===== config.mk =====
export PLATFORM = sky130hd
export DESIGN_NAME = seq_detect
export DESIGN_NICKNAME = d
export VERILOG_FILES = /design/src/rtl/seq_detect.sv
export SDC_FILE = /design/constraint.sdc
export NUM_CORES = 1
export LEC_CHECK = 0
export CAP_MARGIN = 25
export CORE_ASPECT_RATIO = 1.2
export CORE_MARGIN = 3
export CORE_UTILIZATION = 35
export CTS_CLUSTER_DIAMETER = 100
export CTS_CLUSTER_SIZE = 16
export DETAILED_ROUTE_END_ITERATION = 7
export DONT_BUFFER_PORTS = 1
export PLACE_DENSITY = 0.54
export SYNTH_ARGS = -nofsm -noshare
export SYNTH_HDL_FRONTEND = slang
export SYNTH_SLANG_ARGS = --single-unit

===== constraint.sdc =====
create_clock -name clk -period 3.2 [get_ports clk]
set_clock_uncertainty 0.2 [all_clocks]
set_input_delay 0.48 -clock clk [delete_from_list [all_inputs] [get_ports clk]]
set_output_delay 0.48 -clock clk [all_outputs]
set_load 0.05 [all_outputs]

===== src/rtl/seq_detect.sv =====
// ---------------------------------------------------------------------------
// seq_detect
//
// Serial pattern detector fed by the serial code generator's MSB-first
// stream.  Every valid bit is shifted into a PAT_W-bit window; whenever the
// window equals PAT (and enough bits have arrived since the last restart)
// a one-cycle match pulse is produced and a saturating counter advances.
//
// Parameters:
//   PAT_W   - pattern length in bits (2..8)
//   PAT     - pattern to detect, MSB is the earliest-received bit
//   OVERLAP - 1: matches may share bits; 0: history restarts after a match
//   CNT_W   - width of the match counter
//
// Ports:
//   clk       - system clock, rising edge
//   rst       - synchronous active-high reset (highest priority)
//   bit_in    - serial data bit
//   bit_vld   - bit_in is sampled on this edge
//   clr       - synchronous clear of window, fill, match and counter
//   match     - one-cycle registered detection pulse
//   match_cnt - saturating count of detections
//   win       - last PAT_W sampled bits, win[0] newest
//   fill      - number of valid bits in the window, saturating at PAT_W
// ---------------------------------------------------------------------------
module seq_detect #(
  parameter int             PAT_W   = 5,
  parameter logic [PAT_W-1:0] PAT   = 5'b10110,
  parameter bit             OVERLAP = 1'b1,
  parameter int             CNT_W   = 8
) (
  input  logic             clk,
  input  logic             rst,
  input  logic             bit_in,
  input  logic             bit_vld,
  input  logic             clr,
  output logic             match,
  output logic [CNT_W-1:0] match_cnt,
  output logic [PAT_W-1:0] win,
  output logic [3:0]       fill
);

  localparam logic [3:0] FILL_MAX = 4'(PAT_W);
  localparam logic [3:0] FILL_THR = 4'(PAT_W - 1);

  logic [PAT_W-1:0] nxt;
  logic             hit;
  logic             cnt_full;

  // Window value after this edge's shift, and the detection condition.
  // fill must already hold PAT_W-1 bits so the incoming bit completes a
  // window made only of bits received since the last restart.
  always_comb begin
    nxt      = {win[PAT_W-2:0], bit_in};
    hit      = bit_vld && (fill >= FILL_THR) && (nxt == PAT);
    cnt_full = &match_cnt;
  end

  // Register stage: reset and clr clear everything and drop any bit
  // presented alongside them; otherwise match follows hit every edge and
  // the window/fill/count only move on valid bits.
  always_ff @(posedge clk) begin
    if (rst || clr) begin
      match     <= 1'b0;
      match_cnt <= '0;
      win       <= '0;
      fill      <= 4'd0;
    end else begin
      match <= hit;
      if (bit_vld) begin
        win <= nxt;
        if (hit && !OVERLAP) begin
          fill <= 4'd0;
        end else if (fill < FILL_MAX) begin
          fill <= fill + 4'd1;
        end
      end
      if (hit && !cnt_full) begin
        match_cnt <= match_cnt + CNT_W'(1);
      end
    end
  end

endmodule


==> results.tsv, run 1 <==
stage	metric	value	unit
status	status	finished, final reports clean	
timing	finalHoldViolCount	0	
power_and_ir_drop	leakagePower	0.312	nW
critical_path	rr_endpoint	match_cnt[1]	
critical_path	critPathLaunch	match_cnt[0]	
global_route	antenna_found_initial	0	
drt	vias_per_cell	5.28	
global_route	grt_pass1_vias	564	
timing	fin_setup_tns	0	ns
clock_network	cts_resized	0	
global_route	overflow	0	
die	chipHeight	59.3	um
timing	max_freq	473	MHz
timing	setup_viol	0	
power_and_ir_drop	ir_worst_vdd	0.277	mV
critical_path	crit_type	register to register	
critical_path	r2r_cells	5	
clock_network	clockBufferDepth	2	
final_layout	area_growth	5.44	%
timing	slew_headroom	55.3	%
timing	final.min_clock_period	2.11	ns
timing	slew_viol_final	0	
critical_path	worstReg2RegStart	match_cnt[0]	
clock_network	cts_root_buffer	clkbuf_4	
yosys	ys_ff_latch	18	
power_and_ir_drop	power.density	410	mW/mm^2
clock_network	htreeDepth	1	
drt	dr_total_vias	602	
global_route	grt_pass1_wl	2620	um
yosys	synth_top_cells_by_area	dfxtp_1 44%, mux2i_1 9.7%, nor2_1 5.9%	
yosys	ys_types	31	
die	start_util	38.3	%
critical_path	cp.arrival	2.10	ns
critical_path	cp-end-kind	register	
final_layout	diodes	0	
yosys	yosysTopAreaCell	dfxtp_1	
die	dieWidth	50.4	um
drt	totalWireLength	1590	um
placement	post-dp-hpwl	1150	um
placement	port_buffers	0	
die	die-area	0.00299	mm^2
job	maxCapViolCount	0	
drt	drc	0	
critical_path	path_max_fanout	10	
final_layout	nFillCells	238	
critical_path	crit_required	3.18	ns
yosys	synth_top_area_share	43.5	%
clock_network	ctsHoldBuffers	0	
yosys	postSynthAreaPerCell	9.86	um^2
yosys	syn_area	828	um^2
clock_network	numCtsBuffers	3	
drt	route.antenna.remaining_nets	0	
placement	globalplace.congestion	0.740	
yosys	ys_seq_area_share	43.5	%
yosys	syn_inst	84	
yosys	syn_nets	92	
die	num_rows	18	
critical_path	crit_path_end	match_cnt[1]	
critical_path	startpoint_type	register	
critical_path	reg2reg_slack	1.09	ns
min_path	hold_class	input pin to register	
global_route	track_usage	11.7	%
drt	first_iter_violations	7	
clock_network	cts_tree	done	
yosys	yosysWarnings	0	
final_layout	nets	94	
die	core-area	0.00216	mm^2
final_layout	drive_above_1_share	9.52	%
die	ioPinCount	23	
drt	drt-pass1-iter-count	2	
timing	tightest_slew	0.670	ns
clock_network	postCtsSetupBuffers	0	
power_and_ir_drop	power	0.358	mW
timing	rsz0062_at_grt	false	
clock_network	clkLatencyLatePin	0.29	ns
timing	post-route-period-util	66.1	%
global_route	grt_max_degree	19	
final_layout	final_core_util	40.4	%
clock_network	clock-sinks	18	
drt	avgRoutedWirePerCell	14.0	um
clock_network	clkTransAtPathRegs	0.10	ns
-- flip-flops by register name (all words and copies together), names as in the netlist --
signal,count
fill,4
match,1
match_cnt,8
win,5
-- cell type report --
type	instances	area, um^2	share of cell area (%)
sequential	18	360	41.3
clock buffer	3	22.5	2.58
multi-input combinational	60	442	50.6
inverter	3	11.3	1.29
tap	30	37.5	4.30
-- cells in the mapped netlist (all sizes together) --
cell type	n
ha	3
o31ai	1
xor2	1
or3	3
buf	1
a211oi	1
nand2	2
mux2i	8
and4	1
nand4	2
or2	1
xnor2	2
nand4bb	1
nor2b	2
nor3b	1
o21ai	3
inv	3
dfxtp	18
nor2	13
nand3	3
o211ai	1
a41oi	1
and4bb	1
a21oi	4
clkbuf	2
a31oi	1
a2111oi	1
o211a	1
nand2b	1
or4	1
-- critical path: stages, from the launching register on --
cell	delay, ns
dfxtp_1	0.71
ha_1	0.33
nand3_1	0.14
o211ai_4	0.34
mux2i_1	0.23
nor2_1	0.05
-- worst min-delay path by stage --
stage                start     end  slack (ns)  cells past startpoint
global placement    bit_in  win[0]        0.43                      2
global route        bit_in  win[0]        0.11                      2
finish              bit_in  win[0]        0.13                      2
detailed placement  bit_in  win[0]        0.44                      2
CTS                 bit_in  win[0]        0.13                      2
floorplan           bit_in  win[0]        0.43                      2
-- through the flow --
step / instances / worst slack [ns] / area, um^2 / hold slack (ns)
finish: 114 / 1.09 / 873 / 0.133
global route: 114 / 0.900 / 873 / 0.110
CTS: 114 / 1.08 / 873 / 0.131
detailed placement: 111 / 1.10 / 851 / 0.442
global placement: 111 / 1.13 / 851 / 0.429
floorplan: 84 / 1.22 / 828 / 0.427
-- layer usage --
| metal | vias to the layer above | track usage (%) | routed length (um) |
|---|---|---|---|
| met5 | - | 0 | 0 |
| met4 | 0 | 4.62 | 21 |
| met3 | 4 | 5.29 | 103 |
| met2 | 15 | 17.4 | 745 |
| met1 | 279 | 14.8 | 725 |
| li1 | 304 | - | - |
-- cells in the final DEF, fill, tap and decap left out, types with 2 or more instances in the layout --
master / synthesis / final
xnor2_1: 2 / 2
clkbuf_4: 0 / 3
dfxtp_1: 18 / 18
a21oi_1: 4 / 4
o21ai_0: 3 / 3
nand3_1: 3 / 3
nor2b_1: 2 / 2
nand2_1: 2 / 2
inv_1: 3 / 3
or3_1: 3 / 3
ha_1: 3 / 3
mux2i_1: 8 / 8
nor2_1: 13 / 13
-- kinds of logic after synthesis --
group,count (synthesis),synth area share (%)
DFF,18,43.5
xor gates and xnor gates,3,3.17
adders and majority gates,3,4.53
and+or+nand+nor,32,22.4
AOI/OAI and AO/OA,14,13.6
muxes,8,9.67
buffers and inverters,6,3.17
-- power breakdown --
part | total, mW | internal [mW] | switching [mW] | leakage [nW]
registers | 0.232 | 0.225 | 0.00708 | 0.145
logic | 0.0107 | 0.00491 | 0.00577 | 0.153
clock network | 0.115 | 0.0438 | 0.0714 | 0.0138
Note: power is estimated with default switching activity, not from simulation.
==> run 2, diff against run 1 <==
==> constraint.sdc (replaced) <==
create_clock -name clk -period 2 [get_ports clk]
set_clock_uncertainty 0.2 [all_clocks]
set_input_delay 0.3 -clock clk [delete_from_list [all_inputs] [get_ports clk]]
set_output_delay 0.3 -clock clk [all_outputs]
set_load 0.05 [all_outputs]
==> run 2 against run 1 <==
Net effect: worst hold slack got worse by 0.028 ns; global-route usage increased by 0.48 points; flip-flop and latch count unchanged; combinational power increased to 3.5 times the previous value; via count increased by 13%; power increased by 75%; non-clock buffer count increased by 19; setup slack got worse by 0.84 ns; critical endpoint is now match_cnt[5]; highest routed layer is now met3.
==> results.tsv, run 2 (same netlist as run 1, synthesis figures left out) <==
stage	metric	value	unit	change
status	status	finished, final reports clean		
timing	fin_setup_tns	0	ns	unchanged
placement	place_area	971	um^2	+14%
final_layout	top_register	match_cnt		
die	chipHeight	59.3	um	unchanged
global_route	grt_pass1_vias	676		+20%
timing	finalHoldViolCount	0		unchanged
final_layout	diodes	0		unchanged
timing	post-route-period-util	87.5	%	+21 points
final_layout	layout_commonest_cell	dfxtp_1		
critical_path	cp.buffers_inverters	0		unchanged
drt	route.antenna.remaining_nets	0		unchanged
timing	slew_headroom	66.2	%	+11 points
timing	rsz0062_at_grt	false		
die	die-area	0.00299	mm^2	unchanged
global_route	track_usage	12.2	%	+0.48 points
die	ioPinCount	23		unchanged
drt	vias_per_cell	5.09		-3.6%
timing	slew_viol_final	0		unchanged
final_layout	multi_input_area	442	um^2	unchanged
global_route	overflow	0		unchanged
timing	tightest_slew	0.507	ns	-0.163 ns
clock_network	cts_tree	done		
final_layout	design_area	0.00104	mm^2	+19%
final_layout	nFillCells	231		-2.9%
global_route	grt_pass1_wl	2860	um	+8.9%
drt	avgRoutedWirePerCell	12.7	um	-9.2%
global_route	antenna_found_initial	0		unchanged
die	num_rows	18		unchanged
drt	drt-pass1-iter-count	4		+2
critical_path	cp_num_cells	5		unchanged
critical_path	cp_cell_sequence	ha_1 > nand3_1 > o211ai_4 > or4_1 > a21oi_1		
final_layout	drive_above_1_share	24.0	%	+15 points
clock_network	numCtsBuffers	3		unchanged
final_layout	largest_reg_flops	8		unchanged
drt	drc	0		unchanged
final_layout	reg.largest.list	match_cnt (8), win (5), fill (4)		
clock_network	clkLatencyLatePin	0.29	ns	about the same
final_layout	final_core_util	48.0	%	+7.6 points
timing	final.min_clock_period	1.75	ns	-0.365 ns
final_layout	area_growth	25.2	%	
critical_path	path_max_fanout	10		unchanged
final_layout	nets	113		+20%
clock_network	clkTransAtPathRegs	0.11	ns	about the same
timing	max_freq	572	MHz	+21%
critical_path	crit_required	2.03	ns	-1.15 ns
critical_path	startpoint_type	register		
critical_path	r2r_cells	5		unchanged
global_route	grt_max_degree	19		unchanged
clock_network	clock-sinks	18		unchanged
die	core-area	0.00216	mm^2	unchanged
power_and_ir_drop	power.density	604	mW/mm^2	+47%
clock_network	cts_root_buffer	clkbuf_4		
die	dieWidth	50.4	um	unchanged
critical_path	slowest_delay	0.48	ns	-0.23 ns
critical_path	crit_family	simple AND/OR/NAND/NOR gates		
drt	totalWireLength	1700	um	+6.7%
placement	port_buffers	0		unchanged
placement	globalplace.congestion	0.718		-3.0%
drt	dr_total_vias	682		+13%
clock_network	htreeDepth	1		unchanged
job	maxCapViolCount	0		unchanged
critical_path	crit_path_top_delay_cell	or4_1		
die	start_util	38.3	%	unchanged
critical_path	cp-end-kind	register		
power_and_ir_drop	leakagePower	0.418	nW	+34%
drt	first_iter_violations	8		+1
min_path	hold_class	input pin to register		
final_layout	ff_latch_area	360	um^2	unchanged
timing	setup_viol	0		unchanged
critical_path	cp.arrival	1.78	ns	-0.32 ns
placement	post-dp-hpwl	1240	um	+7.6%
critical_path	crit_type	register to register		
clock_network	clockBufferDepth	2		unchanged
power_and_ir_drop	ir_worst_vdd	0.406	mV	+47%
min_path	min_path_cells	3		+1
final_layout	mostFrequentLayoutCells	18 x dfxtp_1, 16 x buf_4, 13 x nor2_1		
## run 2: cell type report
| cell class | count | area share (%) |
|---|---|---|
| repair buffers | 19 | 14.5 |
| multi-input cells | 60 | 42.6 |
| clock buffers | 4 | 3.50 |
| inverters | 3 | 1.09 |
| flip-flops and latches | 18 | 34.7 |
| well taps | 30 | 3.62 |
## run 2: power by group
part	internal [mW]	switching (mW)
clock	0.111	0.116
combinational	0.0150	0.0220
sequential	0.361	0.00227
## run 2: metal layers
metal / vias up / part of all wire, % / global-route usage (%) / wire (um)
met5: - / 0 / 0 / 0
met4: 0 / 0 / 3.46 / 0
met3: 0 / 6.1 / 3.02 / 103
met2: 17 / 50 / 21.1 / 842
met1: 325 / 44 / 15.0 / 755
li1: 340 / - / - / -
## run 2: worst register-to-register path: stages (launching register included)
cell      delay, ns
dfxtp_1        0.33
ha_1           0.24
nand3_1        0.15
o211ai_4       0.13
or4_1          0.48
a21oi_1        0.15
## run 2: through the flow
stage,setup slack (ns),cells,hold WS [ns],total power [mW]
floorplan,0.0229,84,0.247,0.399
global placement,0.325,127,0.253,0.401
detailed placement,0.295,127,0.262,0.402
CTS,0.262,134,0.0990,0.635
global route,0.142,134,0.125,0.645
finish,0.250,134,0.105,0.627
## run 2: worst paths after layout
path / end / slack (ns) / from
worst max-delay path: match_cnt[5] / 0.25 / match_cnt[0]
worst min-delay path: match / 0.10 / bit_vld
worst max register to register: match_cnt[5] / 0.25 / match_cnt[0]
worst min register to register: match_cnt[4] / 0.36 / match_cnt[4]
## run 2: repair_timing
item | 4_1_cts | 5_1_grt
hold buffers | 3 | 0
gates resized for setup | 0 | 0
setup buffers | 0 | 0
endpoints found under the hold margin | 5 | 0
==> run 3, diff against run 2 <==
--- a/config.mk
+++ b/config.mk
@@ -13,7 +13,7 @@
 export CTS_CLUSTER_SIZE = 16
 export DETAILED_ROUTE_END_ITERATION = 7
 export DONT_BUFFER_PORTS = 1
-export PLACE_DENSITY = 0.54
+export PLACE_DENSITY = 0.56
 export SYNTH_ARGS = -nofsm -noshare
 export SYNTH_HDL_FRONTEND = slang
 export SYNTH_SLANG_ARGS = --single-unit
==> constraint.sdc (replaced) <==
create_clock -name clk -period 1.45 [get_ports clk]
set_clock_uncertainty 0.2 [all_clocks]
set_input_delay 0.2175 -clock clk [delete_from_list [all_inputs] [get_ports clk]]
set_output_delay 0.2175 -clock clk [all_outputs]
set_load 0.05 [all_outputs]
==> run 3 against run 2 <==
Net effect: the run now ends with setup timing left; fmax is 5.2% higher; clock-buffer cell count unchanged; first-iteration DRC count up 25%; combinational power up 57%; non-clock buffer count up 10; register-to-register slack lost 0.46 ns; critical path depth fell by 1; via count increased by 9.7%.
==> results.tsv, run 3 (same netlist as run 1, synthesis figures left out) <==
stage	metric	value	unit	change
status	status	complete, but fails checks		
status	violations	setup timing		
drt	wl_met1	715	um	-5.3%
clock_network	cts_tree	done		
die	dieWidth	50.4	um	unchanged
timing	post-route-period-util	115	%	+27 points
min_path	min_path_cells	3		unchanged
clock_network	clockBufferDepth	2		unchanged
global_route	grt_pass1_vias	743		+9.9%
drt	first_iter_violations	10		+2
critical_path	crit_required	1.47	ns	-0.56 ns
die	chipHeight	59.3	um	unchanged
placement	port_buffers	0		unchanged
final_layout	diodes	0		unchanged
clock_network	clkLatencyLatePin	0.29	ns	about the same
timing	final.min_clock_period	1.66	ns	-0.0860 ns
drt	drt-pass1-iter-count	4		unchanged
drt	route.antenna.remaining_nets	0		unchanged
die	ioPinCount	23		unchanged
clock_network	postCtsSetupBuffers	0		unchanged
die	core-area	0.00216	mm^2	unchanged
job	maxCapViolCount	0		unchanged
critical_path	path_max_fanout	3		-7
drt	dr_total_vias	748		+9.7%
clock_network	clkTransAtPathRegs	0.10	ns	about the same
min_path	whs_endpoint	fill[2]		
timing	tightest_slew	0.474	ns	-0.0330 ns
power_and_ir_drop	power.density	662	mW/mm^2	+9.6%
critical_path	slowest_delay	0.49	ns	about the same
drt	dr_wl_met2	1030	um	+22%
min_path	hold_class	input pin to register		
critical_path	cp.arrival	1.68	ns	-0.10 ns
global_route	track_usage	13.9	%	+1.8 points
critical_path	r2r_cells	4		-1
min_path	hold_path.startpoint	bit_vld		
drt	drc	0		unchanged
die	num_rows	18		unchanged
critical_path	startpoint_type	register		
die	die-area	0.00299	mm^2	unchanged
final_layout	final_core_util	58.6	%	+11 points
drt	vias_per_cell	5.19		+2.1%
power_and_ir_drop	ir_worst_vdd	0.484	mV	+19%
critical_path	crit_path_top_delay_cell	or4_4		
timing	max_freq	601	MHz	+5.2%
die	start_util	38.3	%	unchanged
power_and_ir_drop	power	0.839	mW	+34%
critical_path	cp_cell_sequence	and4bb_4 > o211ai_4 > or4_4 > a21oi_2		
clock_network	clock-sinks	18		unchanged
power_and_ir_drop	leakagePower	0.498	nW	+19%
critical_path	rr_endpoint	match_cnt[5]		
timing	slew_headroom	68.4	%	+2.2 points
final_layout	area_growth	53.0	%	
global_route	overflow	0		unchanged
clock_network	numCtsBuffers	3		unchanged
drt	avgRoutedWirePerCell	13.2	um	+4.1%
placement	globalplace.congestion	0.766		+6.7%
clock_network	htreeDepth	1		unchanged
drt	totalWireLength	1900	um	+12%
timing	rsz0062_at_grt	true		
final_layout	largest_reg_flops	8		unchanged
clock_network	cts_root_buffer	clkbuf_4		
final_layout	nets	123		+8.8%
timing	fin_setup_tns	-0.804	ns	-0.804 ns
timing	slew_viol_final	0		unchanged
drt	top_layer_used	met4		
critical_path	reg2reg_slack	-0.21	ns	-0.46 ns
placement	post-dp-hpwl	1410	um	+14%
final_layout	layout_commonest_cell	buf_4		
timing	finalHoldViolCount	0		unchanged
final_layout	drive_above_1_share	55.3	%	+31 points
final_layout	nFillCells	216		-6.5%
final_layout	mostFrequentLayoutCells	24 x buf_4, 14 x dfxtp_4, 13 x nor2_1		
global_route	grt_pass1_wl	3170	um	+11%
drt	wl_met3	131	um	+27%
timing	setup_viol	8		+8
critical_path	cp-end-kind	register		
critical_path	crit_type	register to register		
global_route	antenna_found_initial	0		unchanged
final_layout	top_register	match_cnt		
final_layout	reg.largest.list	match_cnt (8), win (5), fill (4)		
critical_path	worstReg2RegStart	win[2]		
global_route	grt_max_degree	19		unchanged
timing	layout_setup_ws	-0.214	ns	-0.464 ns
[run 3: cell types whose count changed in the layout (fill, tap and decap cells not counted), moves of 2 or more]
cell	delta
ha_4	+2
dfxtp_4	+14
dfxtp_2	+2
inv_1	-2
buf_4	+8
nand3_1	-2
ha_1	-2
dfxtp_1	-16
buf_6	+3
nand3_2	+2
[run 3: layout make-up]
class                   instances  area [um^2]  share of cell area, %
multi-input cells              60          531                   41.9
flip-flops and latches         18          415                   32.8
repair buffers                 29          234                   18.5
well taps                      30         37.5                   2.96
clock buffers                   4         36.3                   2.86
inverters                       3         13.8                   1.09
[run 3: metrics by stage]
step / worst slack (ns) / instances / instance area (um^2) / hold slack (ns)
2_1_floorplan: -0.247 / 84 / 921 / 0.163
3_3_place_gp: -0.128 / 138 / 1150 / 0.172
3_5_place_dp: -0.269 / 138 / 1150 / 0.183
4_1_cts: -0.185 / 144 / 1230 / 0.0142
5_1_grt: -0.258 / 144 / 1270 / 0.0391
6_report: -0.214 / 144 / 1270 / 0.0234
[run 3: how the worst max path moves through the flow]
stage | from | endpoint
2_1_floorplan | win[2] | match_cnt[5]
3_3_place_gp | win[2] | match_cnt[7]
3_5_place_dp | win[2] | match_cnt[7]
4_1_cts | win[2] | match_cnt[5]
5_1_grt | win[2] | match_cnt[5]
6_report | win[2] | match_cnt[5]
[run 3: power by group]
part	internal (mW)	switching [mW]	leakage (nW)
logic	0.0244	0.0337	0.320
registers	0.473	0.00249	0.157
clock network	0.153	0.153	0.0210
[run 3: what timing repair did]
action                                 4_1_cts  5_1_grt
endpoints found under the hold margin        5        0
hold buffers                                 2        0
gates resized for setup                      6        7
pin swaps                                    7        1
cloned                                       0        0
setup endpoints to repair                    9       10
[run 3: per-layer routing]
metal  GRT usage, %  up-vias
li1               -      366
met2           25.7       16
met4           6.92        0
met1           14.2      362
met3           4.03        4
met5              0        -
[run 3: worst max-delay path: cells and delay by family, from the launching register on]
family,cells,cell delay (ns)
compound gates,2,0.23
flops,1,0.35
simple gates,2,0.81
